## src/rtl/spiral_multi_gen_if.sv

```systemverilog
// Pixel-stream bundle between the VGA timing/mux side and the spiral source.
//   master : drives pattern_enable, x, y, active, next_frame, step_size, mode;
//            receives rgb
//   slave  : the pattern source; consumes the timing inputs, drives rgb
interface spiral_multi_gen_if;
    logic       pattern_enable;
    logic [9:0] x;
    logic [9:0] y;
    logic       active;
    logic       next_frame;
    logic [2:0] step_size;
    logic [1:0] mode;
    logic [5:0] rgb;

    modport master (
        output pattern_enable, x, y, active, next_frame, step_size, mode,
        input  rgb
    );

    modport slave (
        input  pattern_enable, x, y, active, next_frame, step_size, mode,
        output rgb
    );
endinterface

```

## src/rtl/spiral_multi_gen.sv

```systemverilog
// Rotating multi-arm spiral pattern source.
//   clk            : pixel clock
//   rst            : asynchronous, active-high reset
//   bus (slave)    : pattern_enable, x, y, active, next_frame, step_size (quarter
//                    steps per frame), mode (00 CW, 01 CCW, 10 ping-pong,
//                    11 freeze) in; rgb (6-bit, 2-cycle latency) out
module spiral_multi_gen #(
    parameter int unsigned H_CENTER       = 320,
    parameter int unsigned V_CENTER       = 240,
    parameter int unsigned NUM_ARMS       = 6,
    parameter int unsigned RADIUS_SHIFT   = 4,
    parameter int unsigned MIN_RADIUS     = 20,
    parameter int unsigned REVERSE_FRAMES = 64
) (
    input logic                clk,
    input logic                rst,
    spiral_multi_gen_if.slave  bus
);

    localparam logic [9:0]  HC       = 10'(H_CENTER);
    localparam logic [9:0]  VC       = 10'(V_CENTER);
    localparam logic [3:0]  ARMS     = 4'(NUM_ARMS);
    localparam logic [10:0] MIN_R    = 11'(MIN_RADIUS);
    localparam logic [7:0]  LAST_CNT = 8'(REVERSE_FRAMES - 1);

    typedef enum logic {FWD = 1'b0, REV = 1'b1} dir_t;

    dir_t       dir, dir_next;
    logic [7:0] rot_acc, rot_acc_next;
    logic [7:0] frame_cnt, frame_cnt_next;
    logic [5:0] rotation_offset;

    // ---------------- rotation / direction state ----------------
    always_ff @(posedge clk or posedge rst) begin
        if (rst) begin
            dir       <= FWD;
            rot_acc   <= '0;
            frame_cnt <= '0;
        end else begin
            dir       <= dir_next;
            rot_acc   <= rot_acc_next;
            frame_cnt <= frame_cnt_next;
        end
    end

    // Step direction comes from the dir held before this pulse; the mode
    // decides the dir for the following pulse.
    always_comb begin
        dir_next       = dir;
        rot_acc_next   = rot_acc;
        frame_cnt_next = frame_cnt;
        if (bus.pattern_enable && bus.next_frame && (bus.mode != 2'b11)) begin
            if (dir == FWD)
                rot_acc_next = rot_acc + {5'b0, bus.step_size};
            else
                rot_acc_next = rot_acc - {5'b0, bus.step_size};
            case (bus.mode)
                2'b00: begin
                    dir_next       = FWD;
                    frame_cnt_next = '0;
                end
                2'b01: begin
                    dir_next       = REV;
                    frame_cnt_next = '0;
                end
                default: begin
                    if (frame_cnt == LAST_CNT) begin
                        dir_next       = (dir == FWD) ? REV : FWD;
                        frame_cnt_next = '0;
                    end else begin
                        frame_cnt_next = frame_cnt + 8'd1;
                    end
                end
            endcase
        end
    end

    always_comb begin
        rotation_offset = rot_acc[7:2];
    end

    // ---------------- stage 1: geometry ----------------
    logic [9:0]  dx, dy;
    logic [10:0] s1_radius;
    logic [2:0]  s1_sector;
    logic        s1_active;

    always_comb begin
        dx = (bus.x >= HC) ? (bus.x - HC) : (HC - bus.x);
        dy = (bus.y >= VC) ? (bus.y - VC) : (VC - bus.y);
    end

    always_ff @(posedge clk or posedge rst) begin
        if (rst) begin
            s1_radius <= '0;
            s1_sector <= '0;
            s1_active <= 1'b0;
        end else begin
            s1_radius <= {1'b0, dx} + {1'b0, dy};
            s1_sector <= {bus.x >= HC, bus.y >= VC, dx > dy};
            s1_active <= bus.active;
        end
    end

    // ---------------- stage 2: arm selection and colour ----------------
    logic [5:0] angle;
    logic [6:0] twist;
    logic [6:0] phase;
    logic [2:0] arm_index;
    logic       in_arm;
    logic [5:0] palette_colour;
    logic [5:0] rgb_q;

    always_comb begin
        angle     = {s1_sector, 3'b000} + rotation_offset;
        twist     = 7'(s1_radius >> RADIUS_SHIFT);
        phase     = {1'b0, angle} - twist;
        arm_index = phase[6:4];
        in_arm    = !phase[3] && ({1'b0, arm_index} < ARMS) && (s1_radius > MIN_R);
    end

    always_comb begin
        palette_colour = '0;
        case (arm_index)
            3'd0: palette_colour = 6'b010001;
            3'd1: palette_colour = 6'b100011;
            3'd2: palette_colour = 6'b111010;
            3'd3: palette_colour = 6'b001110;
            3'd4: palette_colour = 6'b011101;
            3'd5: palette_colour = 6'b101111;
            3'd6: palette_colour = 6'b110100;
            3'd7: palette_colour = 6'b001011;
            default: palette_colour = '0;
        endcase
    end

    always_ff @(posedge clk or posedge rst) begin
        if (rst)
            rgb_q <= '0;
        else
            rgb_q <= (s1_active && in_arm) ? palette_colour : '0;
    end

    assign bus.rgb = rgb_q;

endmodule

```

## src/flat_wrapper.sv

```systemverilog
// flat-port wrapper written by rule: the top's interface ports become plain ports
module spiral_multi_gen_flat 
#(
    parameter int unsigned H_CENTER       = 320,
    parameter int unsigned V_CENTER       = 240,
    parameter int unsigned NUM_ARMS       = 6,
    parameter int unsigned RADIUS_SHIFT   = 4,
    parameter int unsigned MIN_RADIUS     = 20,
    parameter int unsigned REVERSE_FRAMES = 64
)
  (clk, rst, bus_pattern_enable, bus_x, bus_y, bus_active, bus_next_frame, bus_step_size, bus_mode, bus_rgb);
  spiral_multi_gen_if bus_i ();
  input logic clk;
  input logic rst;
  input wire logic [$bits(bus_i.pattern_enable)-1:0] bus_pattern_enable;
  input wire logic [$bits(bus_i.x)-1:0] bus_x;
  input wire logic [$bits(bus_i.y)-1:0] bus_y;
  input wire logic [$bits(bus_i.active)-1:0] bus_active;
  input wire logic [$bits(bus_i.next_frame)-1:0] bus_next_frame;
  input wire logic [$bits(bus_i.step_size)-1:0] bus_step_size;
  input wire logic [$bits(bus_i.mode)-1:0] bus_mode;
  output wire logic [$bits(bus_i.rgb)-1:0] bus_rgb;
  assign bus_i.pattern_enable = bus_pattern_enable;
  assign bus_i.x = bus_x;
  assign bus_i.y = bus_y;
  assign bus_i.active = bus_active;
  assign bus_i.next_frame = bus_next_frame;
  assign bus_i.step_size = bus_step_size;
  assign bus_i.mode = bus_mode;
  assign bus_rgb = bus_i.rgb;
  spiral_multi_gen #(.H_CENTER(H_CENTER), .V_CENTER(V_CENTER), .NUM_ARMS(NUM_ARMS), .RADIUS_SHIFT(RADIUS_SHIFT), .MIN_RADIUS(MIN_RADIUS), .REVERSE_FRAMES(REVERSE_FRAMES)) u_core (.clk(clk), .rst(rst), .bus(bus_i));
endmodule
```

## config.mk

```make
export PLATFORM = sky130hd
export DESIGN_NAME = spiral_multi_gen_flat
export DESIGN_NICKNAME = d
export VERILOG_FILES = /design/src/rtl/spiral_multi_gen_if.sv /design/src/rtl/spiral_multi_gen.sv /design/src/flat_wrapper.sv
export SDC_FILE = /design/constraint.sdc
export NUM_CORES = 1
export LEC_CHECK = 0
export ABC_AREA = 1
export CORE_AREA = 2 2 87 89
export DETAILED_ROUTE_END_ITERATION = 8
export DIE_AREA = 0 0 89 91
export MAX_ROUTING_LAYER = met4
export PLACE_DENSITY = 0.8
export SYNTH_ARGS = -nofsm -noshare
export SYNTH_HDL_FRONTEND = slang
export SYNTH_SLANG_ARGS = --single-unit
```

## constraint.sdc

```tcl
create_clock -name clk -period 2.34 [get_ports clk]
set_clock_uncertainty 0.1 [all_clocks]
set_input_delay 0.702 -clock clk [delete_from_list [all_inputs] [get_ports clk]]
set_output_delay 0.702 -clock clk [all_outputs]
set_load 0.02 [all_outputs]
```

==> results.json, run 1 <==
{
  "status": "finished, violations left",
  "grt_pass1_wl_um": 16240,
  "end_kind": "flop",
  "hold_depth": 2,
  "min_period_ns": 2.875,
  "clockBufferDepth": 2,
  "swShare_pct": 46.86,
  "grt_max_degree": 39,
  "synth_area_um2": 3657,
  "p_leak_nw": 2.962,
  "pwr_density_cell_nw_per_um2": 1018,
  "fmaxAchievable_mhz": 347.9,
  "drt-wirelength-per-cell_um": 13.82,
  "ff2ff_path_depth": 14,
  "cp_max_fo": 4,
  "seq_area_frac_synth_pct": 26.00,
  "viasPerCell": 5.029,
  "drtAntennaViolNets": 0,
  "cts_buffers": 5,
  "syn_inst": 517,
  "critPathArrivalTime_ns": 2.99,
  "pre_cts_ws_ns": -1.148,
  "ir_drop_v": 0.0008246,
  "p_clk_share_pct": 8.0,
  "clock_latency_ns": 0.29,
  "syn_to_final_growth_pct": 57.30,
  "p_int_mw": 3.112,
  "cp_cell_sequence": "buf_12, inv_16, ha_4, inv_4, nor2_4, buf_4, buf_4, buf_4, nand2_2, xnor2_1, nand2_1, o21ai_1, inv_2, ha_4, nand2_4, nor3_2, nand3_1, nand3_1, xor2_1",
  "critPathTopFamily": "simple AND/OR/NAND/NOR gates",
  "io_buffers": 35,
  "clk_pin_slew_worst_paths_ns": 0.07,
  "hold_end": "u_core.rot_acc[0]$_DFFE_PP0P_",
  "drt-total-wl_um": 10570,
  "grt_use_total_pct": 25.61,
  "gr-total-overflow": 0,
  "core.rowCount": 31,
  "crit_path_max_incr_delay_ns": 0.33,
  "vias": 3847,
  "crit_type": "in -> reg",
  "final_util_pct": 80.61,
  "synth_ff_type": "dfrtp_1",
  "die_area_um2": 8099,
  "cts_sinks": 38,
  "required_ns": 2.45,
  "clock-root-buffer": "clkbuf_8",
  "synth-edff-count": 0,
  "worstHoldStart": "u_core.rot_acc[0]$_DFFE_PP0P_",
  "slew_headroom_pct": 68.74,
  "route.detailed.drc": 0,
  "core_area_um2": 7137,
  "worst_slack_ns": -0.5346,
  "cts_tree": "done",
  "critPathSlowestCell": "ha_4",
  "drt_iter0_markers": 147,
  "grt_setup_unrepaired": "true",
  "whs_ns": 0.4000,
  "io_pins": 36,
  "r2r-start": "u_core.rot_acc[5]$_DFFE_PP0P_",
  "grt_pass1_vias": 3862,
  "hold_viol": 0,
  "antenna_found_initial": 0,
  "synth.lib_cells_used.distinct": 37,
  "place.gp.congestion": 0.9109,
  "hpwlAfterDp_um": 7187,
  "finalCritPeriodShare_pct": 122.8,
  "initial_core_util_pct": 51.24,
  "maxCapViolations": 0,
  "avgSynthCellArea_um2": 7.074,
  "rrSetupSlack_ns": -0.25,
  "dr.pass1.iters": 4,
  "power_mw": 5.857,
  "async_flop_share_pct": 100.0,
  "syn-num-nets": 596,
  "htreeDepth": 2,
  "dieHeight_um": 91,
  "timing.rr.end": "u_core.bus.rgb[1]$_DFF_PP0_",
  "violations": "negative setup slack",
  "crit_top_cell": "buf_4",
  "die_x_um": 89,
  "diodes": 0,
  "drive_above_1_share_pct": 40.69,
  "final.setup.tns_ns": -5.404,
  "hold_class": "reg -> reg",
  "ys_warn_count": 0,
  "pwr-share-comb_pct": 75.1,
  "critPathBufInv": 7,
  "power.switching_mw": 2.744,
  "nNetsFinal": 744,
  "crit_path_start_kind": "input port",
  "pwr-share-seq_pct": 16.9,
  "maxSlewViolCount": 0,
  "ys_ff_latch": 38,
  "worst_slew_pin_slew_ns": 0.4689,
  "setup_viol": 16
}
## placed cells by master, fill, tap and decap left out, types with 3 or more instances in the layout
| cell type | count |
|---|---|
| a21oi_1 | 13 |
| a21oi_2 | 9 |
| a21oi_4 | 3 |
| buf_4 | 93 |
| buf_6 | 12 |
| clkbuf_8 | 6 |
| clkdlybuf4s50_1 | 14 |
| dfrtp_1 | 38 |
| dlygate4sd2_1 | 12 |
| ha_1 | 22 |
| ha_2 | 3 |
| ha_4 | 22 |
| inv_1 | 80 |
| inv_2 | 21 |
| inv_4 | 7 |
| nand2_1 | 97 |
| nand2_2 | 22 |
| nand2_4 | 10 |
| nand3_1 | 23 |
| nand3_2 | 9 |
| nand3_4 | 3 |
| nand3b_1 | 4 |
| nand4_1 | 8 |
| nor2_1 | 26 |
| nor2_2 | 9 |
| nor2_4 | 7 |
| nor3_1 | 7 |
| nor3_2 | 3 |
| o21ai_0 | 8 |
| o21ai_1 | 12 |
| xnor2_1 | 5 |
| xor2_1 | 14 |
| xor2_2 | 5 |
## cell usage after synthesis (2+ instances only)
cell type,count,share of area (%)
nand4_1,8,1.4
a21oi_1,24,3.3
o21ai_1,2,0.27
xnor2_1,6,1.4
nand3b_1,4,0.82
o21ai_0,22,3.0
nand3_1,30,4.1
nand3_2,4,1.1
fa_1,2,1.1
nand2_1,122,13
xor2_1,19,4.6
nand2_2,5,0.86
ha_1,47,16
inv_1,108,11
nor2_2,5,0.86
or2_2,3,0.51
nor2_1,36,3.7
or2_0,2,0.34
dfrtp_1,38,26
nor3_1,10,1.4
o22ai_1,2,0.34
inv_4,2,0.34
nand2_4,2,0.62
## flip-flops by register name, summed over array words and instances (netlist names)
signal	cells
u_core.s1_sector	3
u_core.bus.rgb	6
u_core.rot_acc	8
u_core.s1_active	1
u_core.s1_radius	11
u_core.dir	1
u_core.frame_cnt	8
## cells by family (layout without fill, tap and decap cells)
logic type                 Yosys count  after routing  synth area share [%]
AOI/OAI and AO/OA                   54             54                 8.006
xor gates and xnor gates            25             25                 5.987
adders and majority gates           49             49                 17.17
buffers and inverters              113            262                 12.11
DFF                                 38             38                 26.00
and+or+nand+nor                    238            238                 30.72
## metal layers
layer  part of all wire [%]  track usage, %
met1                     36           24.83
met3                    2.8           2.455
met2                     58           51.12
met4                    3.9           7.960
met5                      0               -
## area by class of cell
class / count / area, um2
clock buffers: 7 / 86.33
clock inverters: 1 / 5.005
fillers: 476 / 1384
inverters: 112 / 481.7
multi-input cells: 366 / 2919
flip-flops and latches: 38 / 950.9
well taps: 99 / 123.9
repair buffers: 140 / 1174
repair inverters: 2 / 12.51
## repair_timing
item                                    CTS  global route
endpoints found under the setup margin   24            21
hold buffers                              0             0
resized for setup                       130            50
gates cloned                              2             0
pin swaps                                66            43
buffers inserted                         18             8
## stage by stage
stage	cell area [um2]	instances
final	5753	765
after global placement	4952	730
after floorplan	3882	517
after CTS	5544	758
after global routing	5753	765
after detailed placement	4952	730
## tightest hold or removal path, stage by stage (launching register included)
cell and delay (ns):
dfrtp_1 0.35, nand2_1 0.05, o21ai_0 0.06
## power groups by stage
stage	clock network, mW	logic [mW]	registers (mW)
5_1_grt	0.496	4.84	1.01
6_report	0.471	4.40	0.989
4_1_cts	0.471	3.95	0.994
2_1_floorplan	0	2.28	0.995
3_5_place_dp	0	3.32	1.00
3_3_place_gp	0	3.18	0.992
## how the worst max path moves through the flow
stage                   from                       endpoint  slack, ns  cells after the start
finish              bus_x[1]  u_core.s1_radius[9]$_DFF_PP0_      -0.53                     19
global route        bus_x[1]  u_core.s1_radius[9]$_DFF_PP0_      -0.60                     19
CTS                 bus_x[1]  u_core.s1_radius[8]$_DFF_PP0_      -0.40                     20
detailed placement  bus_x[1]  u_core.s1_radius[8]$_DFF_PP0_      -1.15                     22
global placement    bus_x[1]  u_core.s1_radius[9]$_DFF_PP0_      -1.07                     19
floorplan           bus_x[1]  u_core.s1_radius[8]$_DFF_PP0_      -0.42                     19
No activity file was read; power rests on OpenSTA's default activity.
==> inputs of run 2 (changes only) <==
==> constraint.sdc (replaced) <==
create_clock -name clk -period 2.37 [get_ports clk]
set_clock_uncertainty 0.1 [all_clocks]
set_input_delay 0.711 -clock clk [delete_from_list [all_inputs] [get_ports clk]]
set_output_delay 0.711 -clock clk [all_outputs]
set_load 0.02 [all_outputs]
==> run 2 against run 1 <==
The flow still finishes with violations (negative setup slack). Combinational power is 2% lower. Via count up 2.1%. Clock power down 13%. Total power shrank 2.9%. Flip-flop and latch count unchanged. Sequential power down 1%. Utilization increased by 1.2 points. Count of clock-buffer cells in the layout did not move. Final area grew 1.5%. Critical path depth increased by 1. Cell count rose by 0.26%. Worst setup slack improved by 0.088 ns. Largest power group unchanged.
==> results.json, run 2 (same netlist as run 1, synthesis figures left out) <==
{
  "core.rowCount": 31,
  "end_kind": "flop",
  "drt-total-wl_um": 10960,
  "initial_core_util_pct": 51.24,
  "htreeDepth": 2,
  "status": "finished, violations left",
  "critPathSlowestCell": "ha_4",
  "antenna_found_initial": 0,
  "maxCapViolations": 0,
  "most-common-layout-cells": "buf_4, nand2_1, inv_1",
  "violations": "negative setup slack",
  "crit_path_max_incr_delay_ns": 0.29,
  "diodes": 0,
  "worstHoldStart": "u_core.rot_acc[0]$_DFFE_PP0P_",
  "grt_use_total_pct": 26.00,
  "final_util_pct": 81.84,
  "grt_max_degree": 39,
  "cts_buffers": 5,
  "worst_slew_pin_slew_ns": 0.4734,
  "cp_max_fo": 6,
  "finalCritPeriodShare_pct": 118.8,
  "top_regs": "u_core.s1_radius: 11 flops, u_core.frame_cnt: 8 flops, u_core.rot_acc: 8 flops",
  "fmaxAchievable_mhz": 355.1,
  "cts_tree": "done",
  "critPathTopFamily": "simple AND/OR/NAND/NOR gates",
  "drtAntennaViolNets": 0,
  "finish.instance_area_um2": 5841,
  "cp_cell_sequence": "buf_12, inv_16, ha_4, inv_4, nor2_4, nand3_4, nor2_4, nand2_2, nand2_4, inv_6, nand2_4, o21ai_4, ha_4, inv_4, ha_4, nor2_4, o21ai_4, nand3_2, nand2_2, xor2_1",
  "r2r-start": "u_core.rot_acc[5]$_DFFE_PP0P_",
  "drt_iter0_markers": 132,
  "cts_sinks": 38,
  "post_dp_cell_area_um2": 4930,
  "ir_drop_v": 0.0006257,
  "nNetsFinal": 747,
  "drt-wirelength-per-cell_um": 14.28,
  "placed_cells": 729,
  "core_area_um2": 7137,
  "dieHeight_um": 91,
  "clock-root-buffer": "clkbuf_8",
  "top_register": "u_core.s1_radius",
  "final_common_cell": "buf_4",
  "fillers": 462,
  "hold_viol": 0,
  "required_ns": 2.44,
  "gr-total-overflow": 0,
  "io_buffers": 35,
  "setup_viol": 16,
  "p_leak_nw": 2.988,
  "cp-startpoint": "bus_x[1]",
  "grt_pass1_vias": 4034,
  "grt_pass1_wl_um": 16670,
  "die_x_um": 89,
  "vias": 3928,
  "dr.pass1.iters": 4,
  "clock_latency_ns": 0.29,
  "io_pins": 36,
  "pwr_density_cell_nw_per_um2": 974.0,
  "syn_to_final_growth_pct": 59.70,
  "power_mw": 5.689,
  "critPathBufInv": 5,
  "viasPerCell": 5.121,
  "critPathArrivalTime_ns": 2.89,
  "grt_setup_unrepaired": "true",
  "route.detailed.drc": 0,
  "crit_path_start_kind": "input port",
  "die_area_um2": 8099,
  "hold_class": "reg -> reg",
  "hpwlAfterDp_um": 7178,
  "crit_type": "in -> reg",
  "min_period_ns": 2.816,
  "clockBufferDepth": 2,
  "worst_slack_ns": -0.4464,
  "drive_above_1_share_pct": 44.01,
  "slew_headroom_pct": 68.44,
  "layout.cells.non_filler": 767,
  "largest_reg_flops": 11,
  "rrSetupSlack_ns": -0.29,
  "cts_hold_buf": 0,
  "place.gp.congestion": 0.9138,
  "clk_pin_slew_worst_paths_ns": 0.07,
  "maxSlewViolCount": 0
}
run 2: changes by cell type in the layout (fill, tap and decap cells not counted), moves of 4 or more:
cell	change
buf_4	+9
inv_2	+4
o21ai_2	+5
buf_6	-5
nand2_1	-10
o21ai_1	-7
nand2_2	+10
run 2: cell type report:
cell class                      instances  area, um2  area share [%]
Multi-Input combinational cell        366       3017           51.65
Sequential cell                        38      950.9           16.28
Clock buffer                            7      76.32           1.307
Tap cell                               99      123.9           2.121
Inverter                              112      474.2           8.119
Timing Repair inverter                  1      3.754         0.06427
Timing Repair Buffer                  144       1195           20.46
run 2: power breakdown:
group          switching (mW)  total (mW)  internal, mW
sequential              0.127       0.977         0.850
combinational            2.40        4.30          1.90
clock                   0.209       0.411         0.202
total                    2.73        5.69          2.95
run 2: final timing paths:
kind,cells past startpoint,end
worst max-delay path,20,u_core.s1_radius[8]$_DFF_PP0_
worst min-delay path,2,u_core.rot_acc[0]$_DFFE_PP0P_
worst max register to register,14,u_core.bus.rgb[1]$_DFF_PP0_
worst min register to register,2,u_core.rot_acc[0]$_DFFE_PP0P_
max in group asynchronous,3,u_core.s1_sector[1]$_DFF_PP0_
min in group asynchronous,3,u_core.bus.rgb[4]$_DFF_PP0_
run 2: metrics by stage:
step / TNS [ns] / worst slack, ns / hold WS, ns
after floorplan: -2.600 / -0.4085 / 0.3530
after global placement: -14.91 / -1.064 / 0.3713
after detailed placement: -16.46 / -1.160 / 0.4066
after CTS: -4.313 / -0.3807 / 0.4240
after global routing: -6.783 / -0.5172 / 0.4571
final: -5.166 / -0.4464 / 0.4118
run 2: timing repair:
action	in CTS	in global routing
pin swaps	60	64
cloned	1	0
endpoints found under the setup margin	23	22
setup buffers	17	14
resized for setup	115	86
run 2: per-layer routing:
| layer | vias up | wire (um) | part of all wire (%) | track usage, % |
|---|---|---|---|---|
| met2 | 116 | 6350 | 58 | 50.50 |
| met5 | - | 0 | 0 | - |
| met4 | 0 | 507 | 4.6 | 9.080 |
| met3 | 49 | 323 | 2.9 | 3.455 |
| met1 | 1848 | 3773 | 34 | 25.43 |
| li1 | 1915 | - | - | - |
run 2: worst min-delay path: stages (launching register included):
cell and delay, ns:
dfrtp_1 0.35, nand2_1 0.05, o21ai_0 0.07
